<file path="config.mk">
export PLATFORM = sky130hd
export DESIGN_NAME = stream_demultiplexer
export DESIGN_NICKNAME = d
export VERILOG_FILES = /design/src/rtl/stream_demux_pkg.sv /design/src/rtl/stream_demultiplexer_onehot_decoder.sv /design/src/rtl/stream_demultiplexer.sv
export SDC_FILE = /design/constraint.sdc
export NUM_CORES = 1
export LEC_CHECK = 0
export BUFFER_PORTS_ARGS = -buffer_cell sky130_fd_sc_hd__buf_4
export CAP_MARGIN = 0
export CORE_AREA = 2 2 39 41
export CTS_CLUSTER_DIAMETER = 80
export DETAILED_ROUTE_END_ITERATION = 16
export DIE_AREA = 0 0 41 43
export PLACE_DENSITY = 0.46
export SETUP_SLACK_MARGIN = 0.3
export SLEW_MARGIN = 20
export SYNTH_ARGS = -nofsm -noshare
export SYNTH_HDL_FRONTEND = slang
export SYNTH_SLANG_ARGS = --single-unit
</file>
<file path="constraint.sdc">
create_clock -name clk -period 1.7 [get_ports clk]
set_input_delay 0.17 -clock clk [delete_from_list [all_inputs] [get_ports clk]]
set_output_delay 0.17 -clock clk [all_outputs]
set_load 0.1 [all_outputs]
</file>
<file path="src/rtl/stream_demux_pkg.sv">
// Shared types and defaults for the stream demultiplexer.
// Optional drop counter is enabled by STREAM_DEMUX_DROP_COUNT_EN.
package stream_demux_pkg;

  typedef enum logic {
    EMPTY = 1'b0,
    FULL  = 1'b1
  } state_t;

  localparam int DW_DEF     = 1;
  localparam int NOUT_DEF   = 3;
  localparam int SW_DEF     = 2;
  localparam int DROP_CNT_W = 8;

endpackage

</file>
<file path="src/rtl/stream_demultiplexer_onehot_decoder.sv">
// Select-to-one-hot decoder with enable and out-of-range flag.
// Both outputs are forced low when en is low.
module onehot_decoder #(
  parameter int SW   = 2,
  parameter int NOUT = 3
) (
  input  logic [SW-1:0]   sel,
  input  logic            en,
  output logic [NOUT-1:0] onehot,
  output logic            oor
);

  // Extra bit keeps the compare correct when 2**SW == NOUT.
  assign oor = en & ({1'b0, sel} >= (SW+1)'(NOUT));

  always_comb begin
    onehot = '0;
    for (int k = 0; k < NOUT; k++) begin
      onehot[k] = en & (sel == SW'(k));
    end
  end

endmodule

</file>
<file path="src/rtl/stream_demultiplexer.sv">
// One-to-NOUT stream demux with a single registered holding slot.
// Define STREAM_DEMUX_DROP_COUNT_EN to add the drop_cnt port.
module stream_demultiplexer
  import stream_demux_pkg::*;
#(
  parameter int DW   = DW_DEF,
  parameter int NOUT = NOUT_DEF,
  parameter int SW   = SW_DEF
) (
  input  logic            clk,
  input  logic            rst,
  input  logic            in_valid,
  output logic            in_ready,
  input  logic [DW-1:0]   in_data,
  input  logic [SW-1:0]   in_sel,
  output logic [NOUT-1:0] out_valid,
  input  logic [NOUT-1:0] out_ready,
  output logic [DW-1:0]   out_data,
  output logic            err
`ifdef STREAM_DEMUX_DROP_COUNT_EN
  ,
  output logic [DROP_CNT_W-1:0] drop_cnt
`endif
);

  state_t          state, state_nx;
  logic [SW-1:0]   cur_sel, cur_sel_nx;
  logic [DW-1:0]   data_q, data_nx;
  logic            err_nx;
  logic            accept;
  logic            drain;
  logic            drop;
  logic            load;
  logic [NOUT-1:0] in_hot;
  logic            held_oor_unused;

  onehot_decoder #(.SW(SW), .NOUT(NOUT)) u_out_dec (
    .sel    (cur_sel),
    .en     (state == FULL),
    .onehot (out_valid),
    .oor    (held_oor_unused)
  );

  onehot_decoder #(.SW(SW), .NOUT(NOUT)) u_in_dec (
    .sel    (in_sel),
    .en     (accept),
    .onehot (in_hot),
    .oor    (drop)
  );

  assign drain    = |(out_valid & out_ready);
  assign in_ready = (state == EMPTY) | drain;
  assign accept   = in_valid & in_ready;
  assign load     = |in_hot;
  assign out_data = data_q;

  always_comb begin
    state_nx   = state;
    cur_sel_nx = cur_sel;
    data_nx    = data_q;
    err_nx     = drop;
    if (load) begin
      state_nx   = FULL;
      cur_sel_nx = in_sel;
      data_nx    = in_data;
    end else if (drain) begin
      state_nx = EMPTY;
    end
  end

  always_ff @(posedge clk) begin
    if (rst) begin
      state   <= EMPTY;
      cur_sel <= '0;
      data_q  <= '0;
      err     <= 1'b0;
    end else begin
      state   <= state_nx;
      cur_sel <= cur_sel_nx;
      data_q  <= data_nx;
      err     <= err_nx;
    end
  end

`ifdef STREAM_DEMUX_DROP_COUNT_EN
  always_ff @(posedge clk) begin
    if (rst) begin
      drop_cnt <= '0;
    end else if (drop && drop_cnt != '1) begin
      drop_cnt <= drop_cnt + 1'b1;
    end
  end
`endif

endmodule

</file>
# Word-level counts from Yosys, hierarchy flattened
# Index checks and enable logic that the tools add are counted.
# Widths: inputs -> output; s select.
# word_totals
regBits	5
latchBits	0
ramBits	0
rom_bits	0
output_inout_bits	6
wordCells	27
n_memories	0
# op_classes
n_addsub	0
mul	0
div_mod_pow	0
n_lt_le_gt_ge	1
n_eq_ne	4
shift	0
muxes	2
bitwise_logic	11
n_reduce_logical	5
# op_table
op	count
$and 1x1->1	8
$reduce_or 3->1	2
$eq 2x1->1 const B	2
$eq 2x2->1 const B	2
$logic_not 2->1	2
$and 3x3->3	1
$ge 2x2->1 const B	1
$mux 1	2
$reduce_bool 2->1	1
$not 1->1	1
$or 1x1->1	1

# Logic depth before layout (Yosys ltp)
# Gate-level depths: netlist of run 1.
# logic_depth
depth_word	9
ltp_mapped	4

# Cells and area by module
# From an unflattened synthesis of run 1, not the netlist that was laid out.
# hier_totals
hier_cells	32
hier_area_um2	301.5
# modules_own_cells
module	n_inst	cells_each	area_each_um2
stream_demultiplexer	1	24	226.5
onehot_decoder	2	4	37.5

# Least setup slack after synthesis of run 1
# OpenSTA, ideal clock, no wires.
# synth_path
kind	reg2out
from	register cur_sel[0]
to	output port out_valid[0]
arrival_ns	1.756
required_ns	1.530
slack_ns	-0.226
path_stages_with_launch	3
path_buffers	0
cell_sequence	dfxtp_1 nand2b_1 nor2_1
# synth_between
elab_chain_len	2
# synth_lines
item	line	rtl
start: declaration	stream_demultiplexer.sv:27	logic [SW-1:0] cur_sel, cur_sel_nx;
start signal: assignment	stream_demultiplexer.sv:79	cur_sel <= cur_sel_nx;
$logic_not 2->1	stream_demultiplexer_onehot_decoder.sv:19	onehot[k] = en & (sel == SW'(k));
$and 1x1->1	stream_demultiplexer_onehot_decoder.sv:19	
end: declaration	stream_demultiplexer.sv:16	output logic [NOUT-1:0] out_valid,
# Every way passes these cells.

# Final worst setup path of run 1
# layout_path
from	register cur_sel[1]
to	output port in_ready
# layout_between
elab_chain_len	5
word_cells_on_any_way	9
classes_between	2 x eq/ne; 5 x bitwise; 2 x reduce/logical
# layout_lines
item	line	rtl
$eq 2x1->1, or another cell as far along	stream_demultiplexer_onehot_decoder.sv:19	
$and 1x1->1	stream_demultiplexer_onehot_decoder.sv:19	
$and 3x3->3 *	stream_demultiplexer.sv:51	assign drain = |(out_valid & out_ready);
$reduce_or 3->1 *	stream_demultiplexer.sv:51	
$or 1x1->1 *	stream_demultiplexer.sv:52	assign in_ready = (state == EMPTY) | drain;
end: declaration	stream_demultiplexer.sv:13	output logic in_ready,
# Mark *: on every way between the ends. The rest lies on a longest branch, timed or not.

==> results of run 1 <==
-- worst max-delay path: cells and delay by family, from the launching register on --
family                 cells  cell delay, ns
muxes                      2            0.48
DFF                        1            0.34
buffers and inverters      1            0.17
and+or+nand+nor            1            0.07
-- synth_stat cells, types with 2 or more instances --
cell type and instances:
dfxtp_1 5, nand2_1 4, nor2_1 4, inv_1 2
-- cells by family (layout without fill, tap and decap cells) --
logic type | Yosys count | count (layout) | share of synthesized area
AOI/OAI and AO/OA | 6 | 6 | 0.205
buffers and inverters | 2 | 23 | 0.0293
and+or+nand+nor | 14 | 14 | 0.278
muxes | 2 | 2 | 0.0975
DFF | 5 | 5 | 0.390
-- power groups by stage --
stage / registers [uW] / logic [uW] / clock network (uW)
CTS: 131 / 127 / 139
finish: 132 / 132 / 133
global placement: 134 / 112 / 0
floorplan: 148 / 65.2 / 0
global route: 133 / 141 / 141
detailed placement: 134 / 111 / 0
-- sequential cells by signal, indices dropped and copies added, names as in the netlist --
signal,cells
out_data,1
err,1
cur_sel,2
state,1
-- layout make-up --
type | instances | area [um^2]
fill | 152 | 886
clock buffer | 4 | 26.3
tap | 16 | 20.0
multi-input combinational | 22 | 179
sequential | 5 | 105
timing repair buffer | 17 | 160
inverter | 2 | 7.51
-- per-stage QoR --
stage               hold WS, ns   util  std cells
floorplan                 0.225      -         29
global placement          0.368  0.288         59
detailed placement        0.362  0.288         59
CTS                       0.109  0.338         65
global route              0.114  0.360         66
finish                    0.112  0.360         66
-- worst paths after layout --
path / startpoint / endpoint / slack (ns) / cells past startpoint
setup reg to reg: cur_sel[1]$_SDFFE_PP0P_ / cur_sel[0]$_SDFFE_PP0P_ / 0.31 / 4
hold / removal: rst / out_data$_SDFFE_PP0P_ / 0.11 / 2
setup / recovery: cur_sel[1]$_SDFFE_PP0P_ / in_ready / 0.22 / 4
hold reg to reg: out_data$_SDFFE_PP0P_ / out_data$_SDFFE_PP0P_ / 0.49 / 2
-- metal layers --
metal	vias to the layer above	track usage
met5	-	0
met4	0	0.0800
met3	2	0.0314
met2	14	0.0938
met1	110	0.117
li1	143	-
-- timing repair --
item                       4_1_cts  5_1_grt
pin swaps                        1        0
gates resized for setup          7        6
setup endpoints to repair        2        7
hold buffers                     0        0
setup buffers                    2        1
==> results.toml, run 1 <==
[power]
comb_power_share = 0.333
swShare = 0.329
internal_power_uw = 267
p_switching_uw = 131
peakVddDrop_mv = 0.499
report.power.total_uw = 398
sequentialPowerShare = 0.332
p_per_area_nw_per_um2 = 798
pwr-share-clk = 0.335
leakage_uw = 0.000218

[layout]
drive_above_1_share = 0.660
stdcell_area_um2 = 498
nNetsFinal = 60
mostFrequentLayoutCell = "buf_4"
most-common-layout-cells = "buf_4 (13), nand2_1 (3), nor2_2 (3), clkbuf_4 (3), dfxtp_1 (3)"
syn2layout_area_growth_pct = 94.1
diodes = 0

[route]
wl_met1_um = 261
drcViolationCount = 0
routed-wl-met2_um = 244
dr.first_iter.drc_count = 4
routedWlPerCell_um = 9.03
wl_um = 596
highest_layer = "met4"
vias = 269
dr.pass1.iters = 2
met3WireLength_um = 77
viasPerCell = 4.08
ant_nets = 0

[clock_tree]
root_buffer = "clkbuf_4"
htree_levels = 1
clock-sinks = 5
clk_pin_slew_ns = 0.04
cts_tree = "built"
clockBufferDepth = 2
cts_buffers = 3
clock_latency_ns = 0.24

[yosys]
yosys_register_bits = 5
syn_area_um2 = 256
synth_seq_area_share = 0.390
syn-instance-count = 29
avgSynthCellArea_um2 = 8.84
ys_types = 18
yosysTopAreaCell = "dfxtp_1"
async_flop_share = 0
syn_nets = 38
synth-edff-count = 0
ys.warnings.count = 0
synth-main-ff-cell = "dfxtp_1"
synth_area_leaders = "dfxtp_1 (39%), mux2_4 (5.9%), nand2_1 (5.9%)"
netlist.area_leader.share = 0.390

[worst_setup_path]
worstPathMaxFanout = 3
crit_chain = "mux2_4 > mux2i_4 > nand2_4 > buf_12"
worstSetupPathType = "flop to primary output"
cp_slowest_stage_delay_ns = 0.34
cp.required_ns = 1.53
cp.arrival_ns = 1.31
cp-end-kind = "primary output"
cp-start-kind = "flop"
cp_slowest_cell = "dfxtp_4"

[timing]
hold_violations = 0
finalSetupTns_ns = 0
clock.fmax_mhz = 677
fin_ws_ns = 0.223
rsz0062_at_grt = "true"
slew_violations = 0
tightest_slew_ns = 0.280
fin_crit_sh = 0.869
skew_ns = 0.00291
finalSetupViolCount = 0
max-slew-margin-rel = 0.813
post-route-min-period_ns = 1.48

[global_route]
gr-total-overflow = 0
grt_max_degree = 7
grt_pass1_wl_um = 966
grt_pass1_vias = 233
gr-usage-all-layers = 0.0845
antenna_found_initial = 0

[floorplan]
floorplan.initialDensity = 0.185
dieWidth_um = 41
rows = 14
ioPinCount = 15
fp.dieH_um = 43
core-area_um2 = 1380
dieArea_um2 = 1760

[hold_path]
min_path_type = "input port to flop"

[place]
placed_area_um2 = 398
post-place-ws_ns = 0.234
port_buffers = 14
routabilityCongestion = 0.671

[run_status]
status = "finished clean"

[flow_run]
drv_cap = 0
(Power assumes the default switching activity.)
==> run 2: changes to the inputs <==
--- a/config.mk
+++ b/config.mk
@@ -13,5 +13,5 @@
 export DIE_AREA = 0 0 41 43
 export PLACE_DENSITY = 0.46
-export SETUP_SLACK_MARGIN = 0.3
+export RECOVER_POWER = 100
 export SLEW_MARGIN = 20
 export SYNTH_ARGS = -nofsm -noshare
==> constraint.sdc (replaced) <==
create_clock -name clk -period 1.7 [get_ports clk]
set_input_delay 0.17 -clock clk [delete_from_list [all_inputs] [get_ports clk]]
set_output_delay 0.17 -clock clk [all_outputs]
set_load 0.01 [all_outputs]
==> results.toml, run 2 (synthesis gave the netlist of run 1 again) <==
[floorplan]
core-area_um2 = 1380
rows = 14
dieArea_um2 = 1760
floorplan.initialDensity = 0.185
dieWidth_um = 41
fp.dieH_um = 43
ioPinCount = 15

[place]
hpwlAfterDp_um = 478
port_buffers = 14
routabilityCongestion = 0.661

[power]
peakVddDrop_mv = 0.206
leakage_uw = 0.000157
p_per_area_nw_per_um2 = 836
report.power.total_uw = 319

[flow_run]
drv_cap = 0

[global_route]
grt_pass1_vias = 248
grt_pass1_wl_um = 890
gr-total-overflow = 0
grt_max_degree = 7
gr-usage-all-layers = 0.0763
antenna_found_initial = 0

[layout]
largest-register = "cur_sel"
diodes = 0
nNetsFinal = 57
drive_above_1_share = 0.319
most-common-layout-cells = "buf_4 (8), clkbuf_1 (7), dfxtp_1 (5), nand2_1 (4), nor2_1 (4)"
largest_register_ffs = 2
fillerInstances = 157
syn2layout_area_growth_pct = 48.8
mostFrequentLayoutCell = "buf_4"

[timing]
skew_ns = 0.000827
fin_crit_sh = 0.885
finalSetupTns_ns = 0
post-route-min-period_ns = 1.50
hold_violations = 0
rsz0062_at_grt = "false"
max-slew-margin-rel = 0.811
slew_violations = 0
clock.fmax_mhz = 665
tightest_slew_ns = 0.284
finalSetupViolCount = 0

[worst_setup_path]
r2r_cells = 4
cp_slowest_cell = "dfxtp_1"
worstPathMaxFanout = 5
cp-end-kind = "primary output"
cp_slowest_stage_delay_ns = 0.38
worstPathBufferInverterCount = 1
path_delay_family = "multiplexers"
cp-start-kind = "flop"
cp.required_ns = 1.53
worstSetupPathType = "flop to primary output"
crit_chain = "mux2_1 > mux2i_1 > nand2_1 > clkbuf_1"
cp.depth = 4
cp.arrival_ns = 1.33

[clock_tree]
cts_setup_buffers = 0
ctsResizeCount = 0
clock-sinks = 5
clk_pin_slew_ns = 0.04
clock_latency_ns = 0.23
root_buffer = "clkbuf_4"
holdBufCountCts = 0
clockBufferDepth = 2
cts_tree = "built"
htree_levels = 1
cts_buffers = 3

[route]
drcViolationCount = 0
routedWlPerCell_um = 9.33
vias = 264
viasPerCell = 4.19
dr.pass1.iters = 4
ant_nets = 0
wl_um = 588
dr.first_iter.drc_count = 10

[run_status]
status = "finished clean"

[hold_path]
min_path_type = "input port to flop"
whs_path_depth = 2
run 2: cell count changes in the layout (fill, tap and decap cells not counted), sizes merged:
cell,previous run,this run
buf,17,8
clkbuf,4,10
run 2: layer usage:
layer  vias to the layer above  wire length [um]  share of wire  track usage
met5                         -                 0              0            0
met1                       111               265           0.45       0.0965
li1                        139                 -              -            -
met2                        14               238           0.40       0.0938
met3                         0                84           0.14       0.0209
met4                         0                 0              0       0.0800
run 2: path summary, 6_finish.rpt:
path / to / startpoint / slack, ns
min reg2reg: out_data$_SDFFE_PP0P_ / out_data$_SDFFE_PP0P_ / 0.50
min: out_data$_SDFFE_PP0P_ / rst / 0.12
max: in_ready / cur_sel[1]$_SDFFE_PP0P_ / 0.20
max reg2reg: cur_sel[0]$_SDFFE_PP0P_ / cur_sel[1]$_SDFFE_PP0P_ / 0.23
run 2: power breakdown:
group | internal (uW) | total (uW) | switching (uW)
registers | 125 | 130 | 5.62
clock network | 88.5 | 133 | 45.0
logic | 28.9 | 55.2 | 26.3
total | 242 | 319 | 76.9
run 2: area by class of cell:
cell class,instances,area (um^2),area share
Inverter,2,7.51,0.0197
Timing Repair Buffer,14,82.6,0.216
Tap cell,16,20.0,0.0525
Clock buffer,4,26.3,0.0689
Sequential cell,5,100,0.262
Multi-Input combinational cell,22,145,0.380
run 2: metrics by stage:
| step | instances | setup slack [ns] | utilization | instance area (um^2) | hold slack, ns |
|---|---|---|---|---|---|
| global route | 63 | 0.0721 | 0.276 | 382 | 0.126 |
| floorplan | 29 | 0.356 | - | 256 | 0.232 |
| detailed placement | 59 | 0.268 | 0.276 | 382 | 0.371 |
| CTS | 63 | 0.200 | 0.295 | 408 | 0.121 |
| finish | 63 | 0.195 | 0.276 | 382 | 0.124 |
| global placement | 59 | 0.282 | 0.276 | 382 | 0.373 |
==> run 3: changes to the inputs <==
clock period = 1.55 ns   (was 1.7 ns; I/O delays follow)
==> results.toml, run 3 (synthesis gave the netlist of run 1 again) <==
[run_status]
status = "finished clean"

[layout]
drive_above_1_share = 0.383
most-common-layout-cells = "buf_4 (8), clkbuf_1 (6), nand2_1 (4), nor2_1 (4), dfxtp_1 (4)"
largest-register = "cur_sel"
diodes = 0
stdcell_count = 63
syn2layout_area_growth_pct = 51.2
nNetsFinal = 57
mostFrequentLayoutCell = "buf_4"
largest_register_ffs = 2
fin_util = 0.280

[global_route]
grt_max_degree = 7
gr-total-overflow = 0
grt_pass1_vias = 257
gr-usage-all-layers = 0.0915
antenna_found_initial = 0
grt_pass1_wl_um = 993

[clock_tree]
clockBufferDepth = 2
cts_buffers = 3
clock_latency_ns = 0.24
htree_levels = 1
root_buffer = "clkbuf_4"
clock-sinks = 5
cts_setup_buffers = 0
ctsResizeCount = 0
holdBufCountCts = 0
clk_pin_slew_ns = 0.04
cts_tree = "built"

[worst_setup_path]
worstSetupPathType = "flop to flop"
cp-start-kind = "flop"
cp.arrival_ns = 1.54
cp-endpoint = "cur_sel[0]$_SDFFE_PP0P_"
r2r_end = "cur_sel[0]$_SDFFE_PP0P_"
cp-end-kind = "flop"
r2r_start = "cur_sel[1]$_SDFFE_PP0P_"
crit_start = "cur_sel[1]$_SDFFE_PP0P_"
r2r_cells = 4
regToRegSetupSlack_ns = 0.14
worstPathMaxFanout = 6
cp.required_ns = 1.68

[floorplan]
core-area_um2 = 1380
floorplan.initialDensity = 0.185
dieArea_um2 = 1760
ioPinCount = 15
rows = 14
dieWidth_um = 41
fp.dieH_um = 43

[timing]
finalSetupViolCount = 0
skew_ns = 0.000356
tightest_slew_ns = 0.292
rsz0062_at_grt = "false"
post-route-min-period_ns = 1.41
max-slew-margin-rel = 0.805
slew_violations = 0
fin_crit_sh = 0.911
clock.fmax_mhz = 708
finalSetupTns_ns = 0
hold_violations = 0
fin_ws_ns = 0.138

[power]
p_per_area_nw_per_um2 = 913
peakVddDrop_mv = 0.163
report.power.total_uw = 354
leakage_uw = 0.000163

[hold_path]
min_path_type = "input port to flop"

[route]
wl_um = 625
ant_nets = 0
dr.pass1.iters = 4
drcViolationCount = 0
viasPerCell = 4.27
routedWlPerCell_um = 9.92
vias = 269
dr.first_iter.drc_count = 3

[place]
post-place-ws_ns = 0.0967
port_buffers = 14
routabilityCongestion = 0.664
hpwlAfterDp_um = 490
placedCellCount = 59

[flow_run]
drv_cap = 0
==> run 3: cell count changes in the layout (fill, tap and decap cells not counted) <==
cell / before / now
clkbuf_1: 7 / 6
clkbuf_2: 0 / 1
dfxtp_1: 5 / 4
dfxtp_2: 0 / 1
mux2_1: 1 / 0
mux2_4: 0 / 1
==> run 3: area by class of cell <==
class                           instances  area [um^2]
Tap cell                               16         20.0
Timing Repair Buffer                   14         83.8
Fill cell                             168          996
Inverter                                2         7.51
Clock buffer                            4         26.3
Sequential cell                         5          101
Multi-Input combinational cell         22          149
==> run 3: how the worst min path moves through the flow <==
stage	slack, ns	start	end	cells past startpoint
4_1_cts	0.10	rst	out_data$_SDFFE_PP0P_	2
5_1_grt	0.1	rst	out_data$_SDFFE_PP0P_	2
3_5_place_dp	0.36	rst	out_data$_SDFFE_PP0P_	2
3_3_place_gp	0.36	rst	out_data$_SDFFE_PP0P_	2
2_1_floorplan	0.22	rst	out_data$_SDFFE_PP0P_	1
6_report	0.11	rst	out_data$_SDFFE_PP0P_	2
==> run 3: stage by stage <==
stage                     instance area (um^2)  hold WS, ns
after floorplan                            256        0.217
after global placement                     382        0.358
after detailed placement                   382        0.360
after CTS                                  408        0.102
after global routing                       388       0.0984
final                                      388        0.109
==> run 3: worst max-delay path: stages (launching register included) <==
cell	delay, ns
dfxtp_2	0.36
mux2_4	0.32
o221ai_2	0.27
nor2_1	0.10
o221a_2	0.25
==> run 3: report_power, final <==
group          leakage, uW  internal, uW  total, uW  switching, uW
clock            0.0000150          97.1        147           49.4
sequential       0.0000415           137        144           6.41
combinational     0.000106          34.1       63.8           29.6
==> run 3: per-layer routing <==
metal  track usage  up-vias  wire length [um]
met5             0        -                 0
met4         0.120        0                 0
li1              -      140                 -
met1         0.106      115               301
met3        0.0314        0                55
met2         0.106       14               268
